File: config.mk
export PLATFORM = sky130hd
export DESIGN_NAME = remote_comm_n
export DESIGN_NICKNAME = d
export VERILOG_FILES = /design/src/rtl/remote_comm_n.sv
export SDC_FILE = /design/constraint.sdc
export NUM_CORES = 1
export LEC_CHECK = 0
export BUFFER_PORTS_ARGS = -buffer_cell sky130_fd_sc_hd__buf_2
export CAP_MARGIN = 20
export CORE_ASPECT_RATIO = 1.5
export CORE_MARGIN = 3
export CORE_UTILIZATION = 40
export DETAILED_ROUTE_END_ITERATION = 7
export PLACE_DENSITY_LB_ADDON = 0.3
export SLEW_MARGIN = 25
export SYNTH_ARGS = -nofsm -noshare
export SYNTH_HDL_FRONTEND = slang
export SYNTH_SLANG_ARGS = --single-unit
File: constraint.sdc
create_clock -name clk -period 3.05 [get_ports clk]
set_clock_uncertainty 0.2 [all_clocks]
set_input_delay 0.305 -clock clk [delete_from_list [all_inputs] [get_ports clk]]
set_output_delay 0.305 -clock clk [all_outputs]
set_load 0.03 [all_outputs]
File: src/rtl/remote_comm_n.sv
// Host-side command link: sends a command byte plus DATA_BYTES payload bytes over 8N1 UART,
// then waits for a one-byte response with timeout and optional retransmission.
`timescale 1ns/1ps
module remote_comm_n #(
    parameter int BAUD_DIV     = 2604,
    parameter int DATA_BYTES   = 2,
    parameter int RESP_TIMEOUT = 1000000,
    parameter int MAX_RETRY    = 0,
    localparam int RCW = (MAX_RETRY > 0) ? $clog2(MAX_RETRY + 1) : 1
) (
    input  logic                    clk,
    input  logic                    rst_n,
    input  logic                    RX,
    output logic                    TX,
    input  logic [7:0]              cmd,
    input  logic [8*DATA_BYTES-1:0] data,
    input  logic                    send_cmd,
    output logic                    cmd_sent,
    output logic                    busy,
    output logic [7:0]              resp,
    output logic                    resp_rdy,
    input  logic                    clr_resp_rdy,
    output logic                    resp_timeout,
    output logic [RCW-1:0]          retry_cnt
);

    localparam int NB  = 1 + DATA_BYTES;
    localparam int BCW = $clog2(BAUD_DIV);
    localparam int TCW = $clog2(RESP_TIMEOUT + 1);
    localparam int BIW = $clog2(DATA_BYTES + 1);
    localparam logic [BCW-1:0] BAUD_LAST = BCW'(BAUD_DIV - 1);
    localparam logic [BCW-1:0] BAUD_HALF = BCW'(BAUD_DIV / 2 - 1);

    typedef enum logic [1:0] {ST_IDLE, ST_LOAD, ST_SEND, ST_WAIT} state_t;
    typedef enum logic [1:0] {RX_IDLE, RX_START, RX_DATA, RX_STOP} rx_state_t;

    state_t          state_r, state_nx_s;
    logic [NB*8-1:0] shadow_r;
    logic [BIW-1:0]  byte_idx_r, sel_idx_s;
    logic [7:0]      byte_sel_s;
    logic [BCW-1:0]  tx_cnt_r;
    logic [3:0]      tx_bit_r;
    logic [8:0]      tx_frame_r;
    logic            tx_r;
    logic [TCW-1:0]  to_cnt_r;
    logic            cmd_sent_r, busy_r, resp_timeout_r;
    logic [RCW-1:0]  retry_cnt_r;

    logic            baud_end_s, frame_end_s, last_byte_s, timeout_s, can_retry_s;
    logic            latch_s, load_s, next_byte_s, enter_wait_s, retry_s, give_up_s;

    logic            rx_meta_r, rx_sync_r, rx_prev_r;
    rx_state_t       rx_state_r;
    logic [BCW-1:0]  rx_cnt_r;
    logic [2:0]      rx_bit_r;
    logic [7:0]      rx_shift_r;
    logic [7:0]      resp_r;
    logic            resp_rdy_r, rx_done_r, rx_valid_s;

    assign baud_end_s  = (tx_cnt_r == BAUD_LAST);
    assign frame_end_s = (state_r == ST_SEND) && baud_end_s && (tx_bit_r == 4'd9);
    assign last_byte_s = (byte_idx_r == BIW'(DATA_BYTES));
    assign timeout_s   = (to_cnt_r == TCW'(RESP_TIMEOUT));
    assign can_retry_s = (MAX_RETRY > 0) && (retry_cnt_r != RCW'(MAX_RETRY));
    assign rx_valid_s  = (rx_state_r == RX_STOP) && (rx_cnt_r == BAUD_LAST) && rx_sync_r;

    // FSM state register
    always_ff @(posedge clk or negedge rst_n) begin
        if (!rst_n) state_r <= ST_IDLE;
        else        state_r <= state_nx_s;
    end

    // FSM next-state logic
    always_comb begin
        state_nx_s = state_r;
        case (state_r)
            ST_IDLE: if (send_cmd) state_nx_s = ST_LOAD; else state_nx_s = ST_IDLE;
            ST_LOAD: state_nx_s = ST_SEND;
            ST_SEND: if (frame_end_s && last_byte_s) state_nx_s = ST_WAIT; else state_nx_s = ST_SEND;
            ST_WAIT: begin
                if (rx_done_r)      state_nx_s = ST_IDLE;
                else if (timeout_s) state_nx_s = can_retry_s ? ST_LOAD : ST_IDLE;
                else                state_nx_s = ST_WAIT;
            end
            default: state_nx_s = ST_IDLE;
        endcase
    end

    // FSM output strobes steering the datapath
    always_comb begin
        latch_s      = 1'b0;
        load_s       = 1'b0;
        next_byte_s  = 1'b0;
        enter_wait_s = 1'b0;
        retry_s      = 1'b0;
        give_up_s    = 1'b0;
        case (state_r)
            ST_IDLE: latch_s = send_cmd;
            ST_LOAD: load_s  = 1'b1;
            ST_SEND: begin
                next_byte_s  = frame_end_s && !last_byte_s;
                enter_wait_s = frame_end_s && last_byte_s;
            end
            ST_WAIT: begin
                retry_s   = !rx_done_r && timeout_s && can_retry_s;
                give_up_s = !rx_done_r && timeout_s && !can_retry_s;
            end
            default: latch_s = 1'b0;
        endcase
    end

    // Byte selector: LOAD always picks the command byte, later frames the following byte
    always_comb begin
        sel_idx_s  = load_s ? {BIW{1'b0}} : byte_idx_r + BIW'(1);
        byte_sel_s = shadow_r[NB*8-1 -: 8];
        for (int k = 0; k < NB; k++) begin
            if (sel_idx_s == BIW'(k)) byte_sel_s = shadow_r[(NB-1-k)*8 +: 8];
            else                      byte_sel_s = byte_sel_s;
        end
    end

    // Transaction bookkeeping: shadow packet, status flags, timeout and retry counters
    always_ff @(posedge clk or negedge rst_n) begin
        if (!rst_n) begin
            shadow_r       <= {(NB*8){1'b0}};
            busy_r         <= 1'b0;
            cmd_sent_r     <= 1'b0;
            resp_timeout_r <= 1'b0;
            retry_cnt_r    <= {RCW{1'b0}};
            to_cnt_r       <= {TCW{1'b0}};
            byte_idx_r     <= {BIW{1'b0}};
        end else begin
            busy_r <= (state_nx_s != ST_IDLE);
            if (latch_s) shadow_r <= {cmd, data};
            if (latch_s || retry_s)  cmd_sent_r <= 1'b0;
            else if (enter_wait_s)   cmd_sent_r <= 1'b1;
            if (latch_s)             resp_timeout_r <= 1'b0;
            else if (give_up_s)      resp_timeout_r <= 1'b1;
            if (latch_s)             retry_cnt_r <= {RCW{1'b0}};
            else if (retry_s)        retry_cnt_r <= retry_cnt_r + RCW'(1);
            if (enter_wait_s)        to_cnt_r <= {TCW{1'b0}};
            else if (state_r == ST_WAIT && !timeout_s) to_cnt_r <= to_cnt_r + TCW'(1);
            if (load_s)              byte_idx_r <= {BIW{1'b0}};
            else if (next_byte_s)    byte_idx_r <= byte_idx_r + BIW'(1);
        end
    end

    // UART transmitter: frames run back-to-back, line held high outside SEND
    always_ff @(posedge clk or negedge rst_n) begin
        if (!rst_n) begin
            tx_r       <= 1'b1;
            tx_cnt_r   <= {BCW{1'b0}};
            tx_bit_r   <= 4'd0;
            tx_frame_r <= 9'h1FF;
        end else if (load_s) begin
            tx_r       <= 1'b0;
            tx_cnt_r   <= {BCW{1'b0}};
            tx_bit_r   <= 4'd0;
            tx_frame_r <= {1'b1, byte_sel_s};
        end else if (state_r == ST_SEND) begin
            if (baud_end_s) begin
                tx_cnt_r <= {BCW{1'b0}};
                if (tx_bit_r == 4'd9) begin
                    tx_bit_r <= 4'd0;
                    if (last_byte_s) begin
                        tx_r <= 1'b1;
                    end else begin
                        tx_r       <= 1'b0;
                        tx_frame_r <= {1'b1, byte_sel_s};
                    end
                end else begin
                    tx_bit_r   <= tx_bit_r + 4'd1;
                    tx_r       <= tx_frame_r[0];
                    tx_frame_r <= {1'b1, tx_frame_r[8:1]};
                end
            end else begin
                tx_cnt_r <= tx_cnt_r + BCW'(1);
            end
        end else begin
            tx_r <= 1'b1;
        end
    end

    // UART receiver: mid-bit sampling, start-glitch rejection, framing errors dropped
    always_ff @(posedge clk or negedge rst_n) begin
        if (!rst_n) begin
            rx_meta_r  <= 1'b1;
            rx_sync_r  <= 1'b1;
            rx_prev_r  <= 1'b1;
            rx_state_r <= RX_IDLE;
            rx_cnt_r   <= {BCW{1'b0}};
            rx_bit_r   <= 3'd0;
            rx_shift_r <= 8'h00;
            resp_r     <= 8'h00;
            resp_rdy_r <= 1'b0;
            rx_done_r  <= 1'b0;
        end else begin
            rx_meta_r <= RX;
            rx_sync_r <= rx_meta_r;
            rx_prev_r <= rx_sync_r;
            rx_done_r <= rx_valid_s;
            if (rx_valid_s) begin
                resp_r     <= rx_shift_r;
                resp_rdy_r <= 1'b1;
            end else if (clr_resp_rdy) begin
                resp_rdy_r <= 1'b0;
            end
            case (rx_state_r)
                RX_IDLE: begin
                    rx_cnt_r <= {BCW{1'b0}};
                    if (!rx_sync_r && rx_prev_r) rx_state_r <= RX_START;
                end
                RX_START: begin
                    if (rx_cnt_r == BAUD_HALF) begin
                        rx_cnt_r   <= {BCW{1'b0}};
                        rx_bit_r   <= 3'd0;
                        rx_state_r <= rx_sync_r ? RX_IDLE : RX_DATA;
                    end else begin
                        rx_cnt_r <= rx_cnt_r + BCW'(1);
                    end
                end
                RX_DATA: begin
                    if (rx_cnt_r == BAUD_LAST) begin
                        rx_cnt_r   <= {BCW{1'b0}};
                        rx_shift_r <= {rx_sync_r, rx_shift_r[7:1]};
                        rx_bit_r   <= rx_bit_r + 3'd1;
                        if (rx_bit_r == 3'd7) rx_state_r <= RX_STOP;
                    end else begin
                        rx_cnt_r <= rx_cnt_r + BCW'(1);
                    end
                end
                RX_STOP: begin
                    if (rx_cnt_r == BAUD_LAST) begin
                        rx_cnt_r   <= {BCW{1'b0}};
                        rx_state_r <= RX_IDLE;
                    end else begin
                        rx_cnt_r <= rx_cnt_r + BCW'(1);
                    end
                end
                default: rx_state_r <= RX_IDLE;
            endcase
        end
    end

    assign TX           = tx_r;
    assign cmd_sent     = cmd_sent_r;
    assign busy         = busy_r;
    assign resp         = resp_r;
    assign resp_rdy     = resp_rdy_r;
    assign resp_timeout = resp_timeout_r;
    assign retry_cnt    = retry_cnt_r;

endmodule

==> impl_metrics.ini <==
[outcome]
status = completed

[synthesis]
synth_top_area_share_pct = 47.1
async_reset_ff_share_pct = 100
postSynthCellCount = 506
synth_common_cells = dfrtp_1, nor2_1, mux2_2
ys_types = 53
synth_most_common_cell = dfrtp_1
synth.area.top_cells = dfrtp_1, mux2_2, dfstp_2
ys.flop_type = dfrtp_1
seq_area_frac_synth_pct = 52.9
syn-num-nets = 550
synth_top_cell_by_area = dfrtp_1
synth_area_per_cell_sq_um = 10.7
synth_edf_count = 0
synth_seq_cells = 114
synthesis.area_sq_um = 5420
ys_warn_count = 0

[worst_setup_path]
path_class = reg2reg
arrival_ns = 2.63
worstSetupStartpointType = flip-flop
critical_path_required_ns = 3.18
endpoint_kind = flip-flop
crit_fanout = 15

[floorplanning]
die_area_sq_um = 15000
rows = 51
chipWidth_um = 101
io_pins = 43
core_area_sq_um = 13100
initial_core_util_pct = 41.2
die_h_um = 149

[drt]
first_iter_violations = 155
wl_um = 10800
drc_errors = 0
ant_nets = 0
vias = 3927
wl_per_cell_um = 14.3
drtPass1Iterations = 4
viasPerCell = 5.19

[clock_tree]
clkSinkCount = 114
path_clk_slew_ns = 0.06
hold_buffers = 28
numCtsBuffers = 17
cts_resized = 0
cts_max_path_buffers = 2
postCtsSetupBuffers = 0
clk_latency_ns = 0.41
cts_root_buffer = clkbuf_16
cts_tree = built
cts_max_level = 4

[grt]
met3_usage_pct = 4.04
gr-max-usage-layer = met2
grt_usage_pct = 15.6
grt_pass1_wl_um = 18900
use_met1_pct = 18.4
antenna_found_initial = 0
grt-ovfl-total = 0
grt_max_degree = 59
grt_use_met2_pct = 26.8
grt_pass1_vias = 4094

[worst_hold_path]
hp-class = in2async

[power_and_ir_drop]
irDropWorstVdd_mv = 0.402
p_leak_nw = 3.13
p_per_area_nw_per_um2 = 556
p_total_mw = 3.72

[finish]
seqCellArea_sq_um = 2870
n_antenna_cell = 0
syn2layout_area_growth_pct = 23.5
layout-drive-gt1-share_pct = 22.8
final_area_sq_um = 6690
multi_input_area_sq_um = 2380
fin_cells = 756
fill_cells = 1163
nets = 630
final_util_pct = 50.9

[place]
io_buffers = 41
placedCellCount = 698
preCtsSetupSlack_ns = 0.570
dpl-instance-area_sq_um = 5830
gp_congestion = 0.870
hpwl_um = 7350

[flow_run]
maxCapViolations = 0

[sta]
rsz0062_at_grt = false
finalHoldViolations = 0
setup_viol = 0
post-route-min-period_ns = 2.49
timing.slew.headroom_pct = 49.8
fin_crit_sh_pct = 81.8
tightest_slew_ns = 0.747
timing.hold.ws_ns = 0.107
max_freq_mhz = 401
fin_ws_ns = 0.555
tns_ns = 0
slew_violations = 0
logic make-up after synthesis:
family                     after synthesis  synth area share [%]
AOI/OAI and AO/OA                       83                  9.47
and+or+nand+nor                        173                  16.2
adders and majority gates               15                  3.46
muxes                                   43                  8.87
buffers and inverters                   41                  3.14
xor gates and xnor gates                36                  5.82
DFF                                    114                  52.9
other                                    1                0.0692
cell type report:
type                       instances  share of cell area [%]
multi-input combinational        351                    35.6
clock buffer                      24                    7.05
tap                              159                    2.97
inverter                          25                    1.40
sequential                       114                    42.9
timing repair buffer              77                    8.57
clock inverter                     6                    1.57
state kept, by name (all words and copies together), names as in the netlist, 3 cells and up, named ones only:
register / flops
rx_shift_r: 8
rx_bit_r: 3
rx_cnt_r: 12
shadow_r: 24
resp: 8
tx_cnt_r: 12
tx_frame_r: 8
tx_bit_r: 4
to_cnt_r: 20
where the power goes:
| group | internal (mW) | switching [mW] |
|---|---|---|
| sequential | 1.55 | 0.0439 |
| clock | 1.31 | 0.640 |
| combinational | 0.0847 | 0.0879 |
| total | 2.95 | 0.771 |
critical path, stage by stage, from the launching register on:
cell and delay, ns:
dfrtp_1 0.42, inv_1 0.11, ha_1 0.37, or3b_1 0.66, o21ai_0 0.26, a21oi_1 0.06
a2bb2oi_1 0.16, a21oi_1 0.18
placed cells by master (no fill, tap or decap), types with 4 or more instances in the layout:
cell,n
mux2_2,40
buf_2,40
and3_1,8
o22ai_1,4
o21ai_0,28
xnor2_1,14
dfstp_2,12
dfrtp_1,102
nand4_1,15
nor3_1,4
inv_1,25
clkbuf_16,17
nand2_1,24
dlygate4sd3_1,28
nor2_1,68
a21oi_1,30
clkbuf_1,5
nand3_1,18
buf_4,7
ha_1,15
or3_1,4
a2bb2oi_1,8
xor2_1,22
worst paths after layout:
kind,to,startpoint,depth (start not counted),slack (ns)
max,tx_frame_r[4],state_r[1],7,0.56
min,tx_cnt_r[8],rst_n,2,0.11
max reg2reg,tx_frame_r[4],state_r[1],7,0.56
min reg2reg,rx_sync_r,rx_meta_r,0,0.16
max in group asynchronous,TX,rst_n,3,1.74
min in group clk,rx_sync_r,rx_meta_r,0,0.16
routing by layer:
layer / vias to the layer above / part of all wire (%)
met5: - / 0
met4: 0 / 1.8
met3: 21 / 3.3
met2: 78 / 53
met1: 1902 / 42
li1: 1926 / -
(Power assumes the default switching activity.)
